===== config.mk =====
export PLATFORM = sky130hd
export DESIGN_NAME = rram_instr_arbiter_flat
export DESIGN_NICKNAME = d
export VERILOG_FILES = /design/src/rtl/rram_instr_arbiter_if.sv /design/src/rtl/rram_instr_arbiter.sv /design/src/flat_wrapper.sv
export SDC_FILE = /design/constraint.sdc
export NUM_CORES = 1
export LEC_CHECK = 0
export CORE_AREA = 2 2 105 107
export CTS_BUF_LIST = sky130_fd_sc_hd__clkbuf_4 sky130_fd_sc_hd__clkbuf_8
export DETAILED_ROUTE_END_ITERATION = 7
export DIE_AREA = 0 0 107 109
export DONT_BUFFER_PORTS = 1
export GPL_TIMING_DRIVEN = 0
export HOLD_SLACK_MARGIN = 0.1
export SYNTH_ARGS = -nofsm -noshare
export SYNTH_HDL_FRONTEND = slang
export SYNTH_SLANG_ARGS = --single-unit

===== constraint.sdc =====
create_clock -name CLK -period 4.2 [get_ports CLK]
set_input_delay 0.42 -clock CLK [delete_from_list [all_inputs] [get_ports CLK]]
set_output_delay 0.42 -clock CLK [all_outputs]
set_load 0.02 [all_outputs]

===== src/rtl/rram_instr_arbiter_if.sv =====
// Bundle of FIFO-side and controller-side signals for the RRAM instruction arbiter.
// master = arbiter (drives pops and controller outputs), slave = FIFOs + controller.
interface rram_instr_arbiter_if #(
   parameter int NUM_SRC      = 2,
   parameter int INSTR_WIDTH  = 4,
   parameter int OPCODE_WIDTH = 16,
   parameter int DATAIN_WIDTH = 64
);
   localparam int EW    = INSTR_WIDTH + OPCODE_WIDTH;
   localparam int SRC_W = (NUM_SRC > 1) ? $clog2(NUM_SRC) : 1;

   logic [NUM_SRC-1:0]              empty_instFIFO;
   logic [NUM_SRC*EW-1:0]           dout_instFIFO;
   logic [NUM_SRC-1:0]              pop_n_instFIFO;
   logic [NUM_SRC-1:0]              empty_iFIFO;
   logic [NUM_SRC*DATAIN_WIDTH-1:0] dout_iFIFO;
   logic [NUM_SRC-1:0]              pop_n_iFIFO;
   logic                            instr_valid;
   logic                            instr_ready;
   logic [EW-1:0]                   instr_out;
   logic [SRC_W-1:0]                instr_src;
   logic                            data_valid;
   logic                            data_ready;
   logic [DATAIN_WIDTH-1:0]         data_out;
   logic                            data_last;
   logic                            busy;

   modport master (
      input  empty_instFIFO, dout_instFIFO, empty_iFIFO, dout_iFIFO, instr_ready, data_ready,
      output pop_n_instFIFO, pop_n_iFIFO, instr_valid, instr_out, instr_src,
             data_valid, data_out, data_last, busy
   );

   modport slave (
      output empty_instFIFO, dout_instFIFO, empty_iFIFO, dout_iFIFO, instr_ready, data_ready,
      input  pop_n_instFIFO, pop_n_iFIFO, instr_valid, instr_out, instr_src,
             data_valid, data_out, data_last, busy
   );
endinterface


===== src/rtl/rram_instr_arbiter.sv =====
// Round-robin merge of NUM_SRC instr/data FIFO pairs; instruction out 1 cycle after pop.
// Grant locks for a data burst; instr_ready/data_ready stall, empty data FIFO stalls the burst.
module rram_instr_arbiter #(
   parameter int NUM_SRC      = 2,
   parameter int INSTR_WIDTH  = 4,
   parameter int OPCODE_WIDTH = 16,
   parameter int DATAIN_WIDTH = 64,
   parameter logic [(1<<INSTR_WIDTH)-1:0] DATA_OPC_MASK = 16'h0010
) (
   input logic                 CLK,
   input logic                 reset,
   rram_instr_arbiter_if.master bus
);
   localparam int EW    = INSTR_WIDTH + OPCODE_WIDTH;
   localparam int SRC_W = (NUM_SRC > 1) ? $clog2(NUM_SRC) : 1;
   localparam logic [SRC_W-1:0] LAST_SRC = SRC_W'(NUM_SRC - 1);
   localparam logic [SRC_W:0]   NSRC     = (SRC_W + 1)'(NUM_SRC);

   typedef enum logic [1:0] {IDLE, ISSUE, DATA} state_t;

   state_t           state_q, state_d;
   logic [SRC_W-1:0] rr_ptr_q, rr_ptr_d;
   logic [SRC_W-1:0] grant_q, grant_d;
   logic [2:0]       cnt_q, cnt_d;
   logic [EW-1:0]    instr_out_q, instr_out_d;

   logic                    found;
   logic [SRC_W-1:0]        pick;
   logic [EW-1:0]           pick_word;
   logic [SRC_W:0]          cand;
   logic                    sel_empty;
   logic [DATAIN_WIDTH-1:0] sel_data;
   logic                    dvld;
   logic [INSTR_WIDTH-1:0]  code;

   assign code = instr_out_q[EW-1 -: INSTR_WIDTH];

   // First non-empty instruction FIFO at or after rr_ptr, wrapping.
   always_comb begin
      found     = 1'b0;
      pick      = '0;
      pick_word = '0;
      cand      = '0;
      for (int k = 0; k < NUM_SRC; k++) begin
         cand = {1'b0, rr_ptr_q} + (SRC_W + 1)'(k);
         if (cand >= NSRC) cand = cand - NSRC;
         for (int i = 0; i < NUM_SRC; i++) begin
            if (!found && cand == (SRC_W + 1)'(i) && !bus.empty_instFIFO[i]) begin
               found     = 1'b1;
               pick      = SRC_W'(i);
               pick_word = bus.dout_instFIFO[i*EW +: EW];
            end
         end
      end
   end

   always_comb begin
      sel_empty = 1'b1;
      sel_data  = '0;
      for (int i = 0; i < NUM_SRC; i++) begin
         if (grant_q == SRC_W'(i)) begin
            sel_empty = bus.empty_iFIFO[i];
            sel_data  = bus.dout_iFIFO[i*DATAIN_WIDTH +: DATAIN_WIDTH];
         end
      end
   end

   always_comb begin
      state_d            = state_q;
      rr_ptr_d           = rr_ptr_q;
      grant_d            = grant_q;
      cnt_d              = cnt_q;
      instr_out_d        = instr_out_q;
      bus.pop_n_instFIFO = '1;
      bus.pop_n_iFIFO    = '1;
      bus.data_valid     = 1'b0;
      bus.data_out       = '0;
      bus.data_last      = 1'b0;
      dvld               = 1'b0;
      case (state_q)
         IDLE: begin
            if (found) begin
               bus.pop_n_instFIFO[pick] = 1'b0;
               instr_out_d = pick_word;
               grant_d     = pick;
               rr_ptr_d    = (pick == LAST_SRC) ? '0 : pick + 1'b1;
               state_d     = ISSUE;
            end
         end
         ISSUE: begin
            if (bus.instr_ready) begin
               if (DATA_OPC_MASK[code]) begin
                  cnt_d   = instr_out_q[OPCODE_WIDTH-1 -: 3];
                  state_d = DATA;
               end else begin
                  state_d = IDLE;
               end
            end
         end
         DATA: begin
            dvld           = ~sel_empty;
            bus.data_valid = dvld;
            bus.data_out   = sel_data;
            bus.data_last  = (cnt_q == 3'd0);
            if (dvld && bus.data_ready) begin
               bus.pop_n_iFIFO[grant_q] = 1'b0;
               if (cnt_q == 3'd0) state_d = IDLE;
               else               cnt_d   = cnt_q - 3'd1;
            end
         end
         default: state_d = IDLE;
      endcase
      // Comb pops would otherwise follow the pre-reset state for one cycle.
      if (reset) begin
         bus.pop_n_instFIFO = '1;
         bus.pop_n_iFIFO    = '1;
      end
   end

   always_ff @(posedge CLK) begin
      if (reset) begin
         state_q     <= IDLE;
         rr_ptr_q    <= '0;
         grant_q     <= '0;
         cnt_q       <= '0;
         instr_out_q <= '0;
      end else begin
         state_q     <= state_d;
         rr_ptr_q    <= rr_ptr_d;
         grant_q     <= grant_d;
         cnt_q       <= cnt_d;
         instr_out_q <= instr_out_d;
      end
   end

   assign bus.instr_valid = (state_q == ISSUE);
   assign bus.busy        = (state_q != IDLE);
   assign bus.instr_out   = instr_out_q;
   assign bus.instr_src   = grant_q;
endmodule

===== src/flat_wrapper.sv =====
// flat-port wrapper written by rule: the top's interface ports become plain ports
module rram_instr_arbiter_flat 
#(
   parameter int NUM_SRC      = 2,
   parameter int INSTR_WIDTH  = 4,
   parameter int OPCODE_WIDTH = 16,
   parameter int DATAIN_WIDTH = 64,
   parameter logic [(1<<INSTR_WIDTH)-1:0] DATA_OPC_MASK = 16'h0010
)
  (CLK, reset, bus_empty_instFIFO, bus_dout_instFIFO, bus_empty_iFIFO, bus_dout_iFIFO, bus_instr_ready, bus_data_ready, bus_pop_n_instFIFO, bus_pop_n_iFIFO, bus_instr_valid, bus_instr_out, bus_instr_src, bus_data_valid, bus_data_out, bus_data_last, bus_busy);
  rram_instr_arbiter_if #(.NUM_SRC(NUM_SRC), .INSTR_WIDTH(INSTR_WIDTH), .OPCODE_WIDTH(OPCODE_WIDTH), .DATAIN_WIDTH(DATAIN_WIDTH)) bus_i ();
  input logic CLK;
  input logic reset;
  input wire logic [$bits(bus_i.empty_instFIFO)-1:0] bus_empty_instFIFO;
  input wire logic [$bits(bus_i.dout_instFIFO)-1:0] bus_dout_instFIFO;
  input wire logic [$bits(bus_i.empty_iFIFO)-1:0] bus_empty_iFIFO;
  input wire logic [$bits(bus_i.dout_iFIFO)-1:0] bus_dout_iFIFO;
  input wire logic [$bits(bus_i.instr_ready)-1:0] bus_instr_ready;
  input wire logic [$bits(bus_i.data_ready)-1:0] bus_data_ready;
  output wire logic [$bits(bus_i.pop_n_instFIFO)-1:0] bus_pop_n_instFIFO;
  output wire logic [$bits(bus_i.pop_n_iFIFO)-1:0] bus_pop_n_iFIFO;
  output wire logic [$bits(bus_i.instr_valid)-1:0] bus_instr_valid;
  output wire logic [$bits(bus_i.instr_out)-1:0] bus_instr_out;
  output wire logic [$bits(bus_i.instr_src)-1:0] bus_instr_src;
  output wire logic [$bits(bus_i.data_valid)-1:0] bus_data_valid;
  output wire logic [$bits(bus_i.data_out)-1:0] bus_data_out;
  output wire logic [$bits(bus_i.data_last)-1:0] bus_data_last;
  output wire logic [$bits(bus_i.busy)-1:0] bus_busy;
  assign bus_i.empty_instFIFO = bus_empty_instFIFO;
  assign bus_i.dout_instFIFO = bus_dout_instFIFO;
  assign bus_i.empty_iFIFO = bus_empty_iFIFO;
  assign bus_i.dout_iFIFO = bus_dout_iFIFO;
  assign bus_i.instr_ready = bus_instr_ready;
  assign bus_i.data_ready = bus_data_ready;
  assign bus_pop_n_instFIFO = bus_i.pop_n_instFIFO;
  assign bus_pop_n_iFIFO = bus_i.pop_n_iFIFO;
  assign bus_instr_valid = bus_i.instr_valid;
  assign bus_instr_out = bus_i.instr_out;
  assign bus_instr_src = bus_i.instr_src;
  assign bus_data_valid = bus_i.data_valid;
  assign bus_data_out = bus_i.data_out;
  assign bus_data_last = bus_i.data_last;
  assign bus_busy = bus_i.busy;
  rram_instr_arbiter #(.NUM_SRC(NUM_SRC), .INSTR_WIDTH(INSTR_WIDTH), .OPCODE_WIDTH(OPCODE_WIDTH), .DATAIN_WIDTH(DATAIN_WIDTH), .DATA_OPC_MASK(DATA_OPC_MASK)) u_core (.CLK(CLK), .reset(reset), .bus(bus_i));
endmodule

==> results.toml <==
[synth]
synth_edf_count = 0
synth_warnings = 0
ys_types = 36
avgSynthCellArea_um2 = 8.22
synth_nets = 470
ys_seq_area_share_pct = 23.3
synth-async-reset-ratio_pct = 0
syn_area_mm2 = 0.00240
synth_cells = 292
synth_ff_type = "dfxtp_1"
ys_ff_latch = 28

[routing]
drc = 0
drtPass1Iterations = 4
ant_nets = 0
wl_per_cell_um = 22.6
drtIter0Drc = 111
wl_mm = 9.82
via_count = 2230
vias_per_cell = 5.13

[clocking]
numCtsBuffers = 3
clock_sinks = 28
clk_latency_ns = 0.27
cts_tree = "done"
cts-root-buf = "clkbuf_8"
h-tree-depth = 1
post_cts_resized = 0
postCtsHoldBufs = 0
path_clk_slew_ns = 0.09
cts_buffer_depth = 2
postCtsSetupBuffers = 0

[place]
place_ws_ns = 1.84
port_buffers = 0
dp_hpwl_mm = 8.52
gp_congestion = 0.764

[floorplanning]
die_w_um = 107
dieArea_mm2 = 0.0117
num_rows = 38
ios = 269
coreArea_mm2 = 0.0106
start_util_pct = 22.6
die_y_um = 109

[global_routing]
grt_pass1_vias = 2023
track_usage_pct = 14.5
grt_start_max_net_pins = 15
overflow = 0
antenna_found_initial = 1
grt_pass1_wl_mm = 12.5

[cells_and_area]
drive_gt1_share_pct = 15.3
layout.nets = 475
n_antenna_cell = 0
area_growth_pct = 9.02

[sta]
period_needed_ns = 2.63
final.setup.tns_ns = 0
max_freq_mhz = 381
finalHoldViolCount = 0
layout_setup_ws_ns = 1.57
relSlewSlack_pct = 54.5
fin_skew_ns = 0.00450
rsz0062_at_grt = "no"
post-route-period-util_pct = 62.5
worst_slew_pin_slew_ns = 0.683
maxSlewViolCount = 0
setup_viol = 0

[power]
vdd_drop_max_uv = 130
leakage_nw = 0.846
power_density_mw_per_mm2 = 269

[worst_hold_path]
hold_class = "in -> reg"

[worst_setup_path]
crit_path_frequent_cell = "buf_2"
cp.required_ns = 3.78
start_kind = "flop"
cp_slowest_cell = "dfxtp_1"
crit_arrival_ns = 2.21
cpPeakStageDelay_ns = 0.50
setup.worst_path.end_class = "output pin"
path_max_fanout = 10
critPathKind = "reg -> out"
cp_cell_sequence = "clkbuf_1 -> buf_2 -> buf_2 -> mux2i_1 -> nor2_1"

[status]
outcome = "complete, no violations"

[flow_run]
drv_cap = 0
## worst max-delay path: cells and delay by family (launching register included)
kind,cells,cell delay [ns]
buf+inv,3,0.85
flops,1,0.50
simple gates,1,0.46
mux,1,0.13
## where the power goes
| part | internal [mW] | total (mW) | switching (mW) |
|---|---|---|---|
| clock network | 0.0644 | 0.146 | 0.0815 |
| logic | 0.0938 | 0.221 | 0.128 |
| registers | 0.291 | 0.338 | 0.0467 |
| total | 0.449 | 0.705 | 0.256 |
## flip-flops by register name, indices dropped and copies added (netlist names), named ones only
name and count:
u_core.bus.instr_out 20, u_core.cnt_q 3, u_core.state_q 2, u_core.bus.instr_src 1
u_core.rr_ptr_q 1
## placed cells by master (no fill, tap or decap)
master,count
a32oi_4,1
a21oi_1,4
a2111o_1,1
a211oi_2,14
o21ba_2,1
buf_2,17
or2_1,1
nor2_1,90
a2111oi_0,1
o21ai_0,2
or3b_1,1
nor4b_2,1
buf_4,1
nor4b_1,1
a2111oi_4,1
or3_1,1
mux2i_1,65
or4_1,1
dfxtp_1,28
clkbuf_8,3
nor3b_1,1
inv_1,5
o31ai_1,1
nor3_1,1
buf_6,3
and2_1,2
a32oi_1,4
o311ai_0,1
nand2_1,4
a211oi_1,8
a22oi_1,16
or2_2,1
ha_1,2
buf_1,1
and2b_4,2
clkbuf_1,5
nand2b_1,3
## synthesized netlist by cell type, types with 2 or more instances
| library cell | count | share of area (%) |
|---|---|---|
| a211oi_1 | 8 | 2.5 |
| a211oi_2 | 14 | 7.3 |
| a21oi_1 | 4 | 0.83 |
| a22oi_1 | 16 | 5.0 |
| a32oi_1 | 4 | 1.5 |
| and2_1 | 2 | 0.52 |
| and2b_4 | 2 | 0.83 |
| buf_2 | 17 | 3.5 |
| buf_6 | 3 | 1.4 |
| clkbuf_1 | 5 | 0.78 |
| dfxtp_1 | 28 | 23 |
| ha_1 | 2 | 1.0 |
| inv_1 | 5 | 0.78 |
| mux2i_1 | 65 | 27 |
| nand2_1 | 4 | 0.63 |
| nand2b_1 | 3 | 0.78 |
| nor2_1 | 90 | 14 |
| o21ai_0 | 2 | 0.42 |
## final cells by class
class,count,area [um^2]
plain buffers,27,149
clock buffers,3,41.3
multi-input cells,232,1670
well taps,140,175
fillers,1153,7990
inverters,5,18.8
flip-flops and latches,28,561
## metrics by stage
step,instance area (um^2),total power [mW],utilization (%),hold WS [ns],cells
2_1_floorplan,2400,0.522,-,0.450,292
3_3_place_gp,2580,0.563,24.3,0.459,432
3_5_place_dp,2580,0.567,24.3,0.466,432
4_1_cts,2620,0.714,24.7,0.198,435
5_1_grt,2620,0.745,24.7,0.190,435
6_report,2620,0.705,24.7,0.208,435
## kinds of logic (layout without fill, tap and decap cells)
logic type	after synthesis	in the layout	share of synthesized area, %
AND/OR/NAND/NOR	110	110	19.8
multiplexers	65	65	27.1
AO/OA/AOI/OAI	55	55	21.7
buffers and inverters	32	35	6.98
flip-flops	28	28	23.3
adder cells (fa/ha/maj)	2	2	1.04
## path summary, 6_finish.rpt
| check | startpoint | to | slack [ns] | cells after the start |
|---|---|---|---|---|
| worst max-delay path | u_core.bus.instr_src | bus_data_out[43] | 1.57 | 5 |
| worst min-delay path | reset | u_core.bus.instr_out[18] | 0.21 | 1 |
| worst max register to register | u_core.bus.instr_src | u_core.cnt_q[0] | 2.28 | 5 |
| worst min register to register | u_core.cnt_q[1] | u_core.cnt_q[1] | 0.48 | 2 |
## layer usage
layer / vias to the layer above / GRT usage, % / share of wire, %
met5: - / 0 / 0.13
met4: 2 / 4.27 / 2.3
met3: 16 / 3.89 / 8.0
met2: 128 / 26.3 / 51
met1: 1039 / 16.8 / 38
li1: 1045 / - / -
(Power assumes the default switching activity.)
